===== src/rtl/lock_tetromino.sv =====
`default_nettype none
// ============================================================================
// Module   : lock_tetromino
// Purpose  : Board RAM writer. Checks a tetromino's 4 cells for bounds and
//            occupancy, then optionally writes the piece colour into them.
// Revision : 1.0  initial release
// ============================================================================
module lock_tetromino #(
    parameter int BOARD_W      = 10,
    parameter int BOARD_H      = 24,
    parameter int READ_LATENCY = 1
) (
    input  logic       clk,
    input  logic       reset,
    input  logic       start,
    input  logic       commit,
    input  logic [7:0] coord_x,
    input  logic [7:0] coord_y,
    input  logic [3:0] anchor_x,
    input  logic [4:0] anchor_y,
    input  logic [5:0] colour,
    input  logic [5:0] ram_Q,
    output logic [7:0] ram_addr,
    output logic [5:0] ram_data,
    output logic       ram_wren,
    output logic       busy,
    output logic       done,
    output logic       collision
);

    localparam logic [2:0] c_ST_IDLE = 3'd0;
    localparam logic [2:0] c_ST_RD   = 3'd1;
    localparam logic [2:0] c_ST_WT   = 3'd2;
    localparam logic [2:0] c_ST_WR   = 3'd3;
    localparam logic [2:0] c_ST_FIN  = 3'd4;

    localparam logic [1:0] c_LAST_WAIT = 2'(READ_LATENCY - 1);
    localparam logic [1:0] c_LAST_CELL = 2'd3;

    logic [2:0] r_state;
    logic [2:0] w_next_state;

    logic [7:0] r_cx;
    logic [7:0] r_cy;
    logic [3:0] r_ax;
    logic [4:0] r_ay;
    logic [5:0] r_colour;
    logic       r_commit;
    logic [1:0] r_idx;
    logic [1:0] r_wait;
    logic       r_collision;

    logic [1:0] w_off_x;
    logic [1:0] w_off_y;
    logic [4:0] w_cell_x;
    logic [5:0] w_cell_y;
    logic       w_cell_oob;
    logic [7:0] w_cell_addr;
    logic       w_last_wait;
    logic       w_occupied;

    // Current cell coordinates, widened so anchor + offset cannot wrap
    always_comb begin
        w_off_x     = r_cx[{r_idx, 1'b0} +: 2];
        w_off_y     = r_cy[{r_idx, 1'b0} +: 2];
        w_cell_x    = {1'b0, r_ax} + {3'b000, w_off_x};
        w_cell_y    = {1'b0, r_ay} + {4'b0000, w_off_y};
        w_cell_oob  = (w_cell_x >= 5'(BOARD_W)) || (w_cell_y >= 6'(BOARD_H));
        w_cell_addr = 8'((10'(w_cell_y) * 10'(BOARD_W)) + 10'(w_cell_x));
    end

    assign w_last_wait = (r_wait == c_LAST_WAIT);
    assign w_occupied  = (ram_Q != 6'd0);

    always_ff @(posedge clk) begin
        if (reset) begin
            r_state <= c_ST_IDLE;
        end else begin
            r_state <= w_next_state;
        end
    end

    always_comb begin
        w_next_state = r_state;
        case (r_state)
            c_ST_IDLE: begin
                if (start) begin
                    w_next_state = c_ST_RD;
                end
            end
            c_ST_RD: begin
                w_next_state = w_cell_oob ? c_ST_FIN : c_ST_WT;
            end
            c_ST_WT: begin
                if (w_last_wait) begin
                    if (w_occupied) begin
                        w_next_state = c_ST_FIN;
                    end else if (r_idx == c_LAST_CELL) begin
                        w_next_state = r_commit ? c_ST_WR : c_ST_FIN;
                    end else begin
                        w_next_state = c_ST_RD;
                    end
                end
            end
            c_ST_WR: begin
                if (r_idx == c_LAST_CELL) begin
                    w_next_state = c_ST_FIN;
                end
            end
            c_ST_FIN: begin
                w_next_state = c_ST_IDLE;
            end
            default: begin
                w_next_state = c_ST_IDLE;
            end
        endcase
    end

    // Cell index wraps 3 -> 0 at the end of the check, ready for the write pass
    always_ff @(posedge clk) begin
        if (reset) begin
            r_cx        <= 8'd0;
            r_cy        <= 8'd0;
            r_ax        <= 4'd0;
            r_ay        <= 5'd0;
            r_colour    <= 6'd0;
            r_commit    <= 1'b0;
            r_idx       <= 2'd0;
            r_wait      <= 2'd0;
            r_collision <= 1'b0;
        end else begin
            case (r_state)
                c_ST_IDLE: begin
                    if (start) begin
                        r_cx        <= coord_x;
                        r_cy        <= coord_y;
                        r_ax        <= anchor_x;
                        r_ay        <= anchor_y;
                        r_colour    <= colour;
                        r_commit    <= commit;
                        r_idx       <= 2'd0;
                        r_wait      <= 2'd0;
                        r_collision <= 1'b0;
                    end
                end
                c_ST_RD: begin
                    r_wait <= 2'd0;
                    if (w_cell_oob) begin
                        r_collision <= 1'b1;
                    end
                end
                c_ST_WT: begin
                    if (w_last_wait) begin
                        if (w_occupied) begin
                            r_collision <= 1'b1;
                        end else begin
                            r_idx <= r_idx + 2'd1;
                        end
                    end else begin
                        r_wait <= r_wait + 2'd1;
                    end
                end
                c_ST_WR: begin
                    r_idx <= r_idx + 2'd1;
                end
                default: begin
                    r_idx <= r_idx;
                end
            endcase
        end
    end

    // Write enable is gated by reset so an abort suppresses the in-flight write
    always_comb begin
        busy     = 1'b0;
        done     = 1'b0;
        ram_wren = 1'b0;
        ram_addr = 8'd0;
        case (r_state)
            c_ST_RD, c_ST_WT: begin
                busy     = 1'b1;
                ram_addr = w_cell_addr;
            end
            c_ST_WR: begin
                busy     = 1'b1;
                ram_wren = ~reset;
                ram_addr = w_cell_addr;
            end
            c_ST_FIN: begin
                done = 1'b1;
            end
            default: begin
                busy = 1'b0;
            end
        endcase
    end

    assign ram_data  = r_colour;
    assign collision = r_collision;

endmodule
`default_nettype wire


===== config.mk =====
export PLATFORM = sky130hd
export DESIGN_NAME = lock_tetromino
export DESIGN_NICKNAME = d
export VERILOG_FILES = /design/src/rtl/lock_tetromino.sv
export SDC_FILE = /design/constraint.sdc
export NUM_CORES = 1
export LEC_CHECK = 0
export BUFFER_PORTS_ARGS = -buffer_cell sky130_fd_sc_hd__buf_2
export CAP_MARGIN = 20
export CORE_ASPECT_RATIO = 0.75
export CORE_MARGIN = 2
export CORE_UTILIZATION = 35
export DETAILED_ROUTE_END_ITERATION = 8
export GPL_TIMING_DRIVEN = 0
export SLEW_MARGIN = 20
export SYNTH_ARGS = -nofsm -noshare
export SYNTH_HDL_FRONTEND = slang
export SYNTH_SLANG_ARGS = --single-unit

===== constraint.sdc =====
create_clock -name clk -period 10.6 [get_ports clk]
set_input_delay 1.06 -clock clk [delete_from_list [all_inputs] [get_ports clk]]
set_output_delay 1.06 -clock clk [all_outputs]
set_load 0.03 [all_outputs]

==> impl_metrics.ini <==
[run_status]
outcome = finished, final reports clean

[finish]
final_common_cell = nand2_1
final_cell_mix = 68 x nand2_1, 62 x buf_2, 40 x dfxtp_1
drive_above_1_share_pct = 23.1
insertedDiodeCount = 0
area_growth_pct = 20.7
nNetsFinal = 412

[timing]
grt_setup_unrepaired = no
timing.final.crit_share_pct = 54.7
hold_viol = 0
fmaxAchievable_mhz = 172
setup_slack_ns = 4.80
drv_slew = 0
final.setup_skew_ns = 0.00653
setup_violations = 0
worstMarginPinSlew_ns = 0.512
setup_tns_ns = 0
period_needed_ns = 5.80
slew_headroom_pct = 65.9

[power]
comb_power_share_pct = 29.0
pwr-share-clk_pct = 27.3
leakage_nw = 1.35
pwr-share-seq_pct = 43.7
p_sw_share_pct = 33.4
switchingPower_mw = 0.130
p_int_mw = 0.260
power_density_nw_per_um2 = 138
ir_drop_mv = 0.0643

[clock_network]
cts_hold_buf = 0
post_cts_buffers = 0
path_clk_slew_ns = 0.08
cts_sinks = 40
cts_buffer_depth = 2
cts_resized = 0
clk_latency_ns = 0.30
cts-buffers-inserted = 5
cts.htree.levels = 2
cts_tree = yes
cts_root_buf = clkbuf_8

[placed_design]
dpl.hpwl_mm = 4.29
gp_congestion = 0.838
place_ws_ns = 5.11
port_buffers = 58

[floorplanning]
top_level_ports = 59
fp.dieH_um = 74.8
die_w_um = 98.4
rows = 25
initial_core_util_pct = 36.7
die_area_um2 = 7370
core-area_um2 = 6380

[worst_hold_path]
hold_end = r_cy[4]
hp-start = r_cy[4]
hold_depth = 2
hp-class = register to register

[drt]
wire_per_inst_um = 12.7
drt_iter0_drc = 99
ant_nets = 0
drc = 0
vias = 2100
drt_pass1_iterations = 4
via_per_inst = 4.86
finalWirelength_mm = 5.48

[setup_path]
r2r_cells = 8
path_max_fanout = 6
crit_required_ns = 9.54
critPathArrivalTime_ns = 4.74
criticalPathCategory = register to primary output
crit_path_start_kind = register
timing.rr.end = collision
r2r-start = r_idx[0]
cp-end-kind = primary output
ff2ff_setup_slack_ns = 7.54

[grt]
gr-usage-all-layers_pct = 15.3
grt_pass1_wl_mm = 8.98
grt_overflow_total = 0
grt_max_degree = 13
antenna_found_initial = 0
first_global_vias = 1925

[synth]
synthDistinctLibCells = 44
synth_compound_area_share_pct = 15.4
synth_edf_count = 0
yosysSeqAreaShare_pct = 34.2
yosys.area_share.adder_pct = 12.5
syn_area_per_cell_um2 = 8.21
synthCells = 285
synth_nets = 347
synth_warnings = 0
synth_seq_cells = 40
async_flop_share_pct = 0
synthMuxAreaShare_pct = 6.15
synth_top_family_by_area = simple AND/OR/NAND/NOR gates
syn_area_um2 = 2340
synth_simple_gate_area_share_pct = 24.1
yosys_most_used_dff = dfxtp_1
synth_xor_area_share_pct = 2.99

[flow_run]
max_cap_violations = 0
## power groups by stage
stage	Clock, mW	Combinational [mW]	Sequential [mW]
floorplan	0	0.0777	0.176
CTS	0.110	0.114	0.170
detailed placement	0	0.114	0.174
global placement	0	0.113	0.173
global route	0.115	0.128	0.172
finish	0.106	0.113	0.170
## metrics by stage
stage / cell area, µm² / instances / hold WS, ns / util (%) / power [mW]
floorplan: 2340 / 285 / 0.433 / - / 0.254
global placement: 2730 / 424 / 0.440 / 42.8 / 0.286
detailed placement: 2730 / 424 / 0.444 / 42.8 / 0.287
CTS: 2830 / 432 / 0.455 / 44.3 / 0.394
global route: 2830 / 432 / 0.471 / 44.3 / 0.415
finish: 2830 / 432 / 0.452 / 44.3 / 0.390
## cells by family after synthesis
group | Yosys count
buffers and inverters | 26
AOI/OAI and AO/OA | 61
adders and majority gates | 21
DFF | 40
xor gates and xnor gates | 8
muxes | 9
and+or+nand+nor | 120
## synth_stat cells, drive strengths merged, types with 3 or more instances
master | number | area (µm²)
a31oi | 3 | 18.8
and2 | 5 | 31.3
xor2 | 5 | 43.8
o21ai | 3 | 15.0
clkbuf | 11 | 41.3
a21oi | 38 | 190
nand2b | 4 | 25.0
nor3 | 7 | 35.0
nor2 | 9 | 33.8
nor2b | 3 | 18.8
dfxtp | 40 | 801
mux2 | 3 | 33.8
nand2 | 68 | 255
and3 | 7 | 48.8
a21o | 4 | 30.0
inv | 10 | 37.5
ha | 17 | 213
fa | 4 | 80.1
xnor2 | 3 | 26.3
mux4 | 4 | 90.1
buf | 5 | 31.3
nand3 | 6 | 30.0
## metal layers
layer | routed length (µm) | up-vias | share of wire, % | track usage (%)
met5 | 0 | - | 0 | 0
met2 | 2350 | 43 | 43 | 23.1
met4 | 62 | 0 | 1.1 | 5.02
met1 | 2820 | 939 | 51 | 22.3
li1 | - | 1112 | - | -
met3 | 245 | 6 | 4.5 | 2.88
## critical path, cell delays in order, from the launching register on
cell	delay (ns)
dfxtp_1	0.34
clkbuf_1	0.34
mux4_2	0.58
ha_1	0.24
fa_1	0.45
nand3_1	0.13
xor2_1	0.33
inv_1	0.08
ha_1	0.35
fa_1	0.59
inv_1	0.07
a211oi_1	0.27
xnor2_1	0.16
mux2_2	0.35
buf_2	0.17
## worst max path at each step
stage,end,depth (start not counted),slack [ns],from
2_1_floorplan,ram_addr[6],12,5.54,r_idx[0]
3_3_place_gp,ram_addr[7],14,5.14,r_idx[0]
3_5_place_dp,ram_addr[7],14,5.11,r_idx[0]
4_1_cts,ram_addr[7],14,4.76,r_idx[0]
5_1_grt,ram_addr[7],14,4.48,r_idx[0]
6_report,ram_addr[7],14,4.80,r_idx[0]
## sequential cells by signal, indices dropped and copies added, names as in the netlist, 2 cells and up
register / flops
r_cx: 8
r_wait: 2
r_state: 3
r_ax: 4
r_idx: 2
r_ay: 5
ram_data: 6
r_cy: 8
## cell type report
| class | count | area (µm²) |
|---|---|---|
| clock inverters | 1 | 7.51 |
| plain buffers | 16 | 72.6 |
| flip-flops and latches | 40 | 801 |
| well taps | 81 | 101 |
| repair buffers | 58 | 290 |
| clock buffers | 7 | 86.3 |
| multi-input cells | 219 | 1430 |
| fillers | 678 | 3550 |
| inverters | 10 | 37.5 |
No activity file was read; power rests on OpenSTA's default activity.
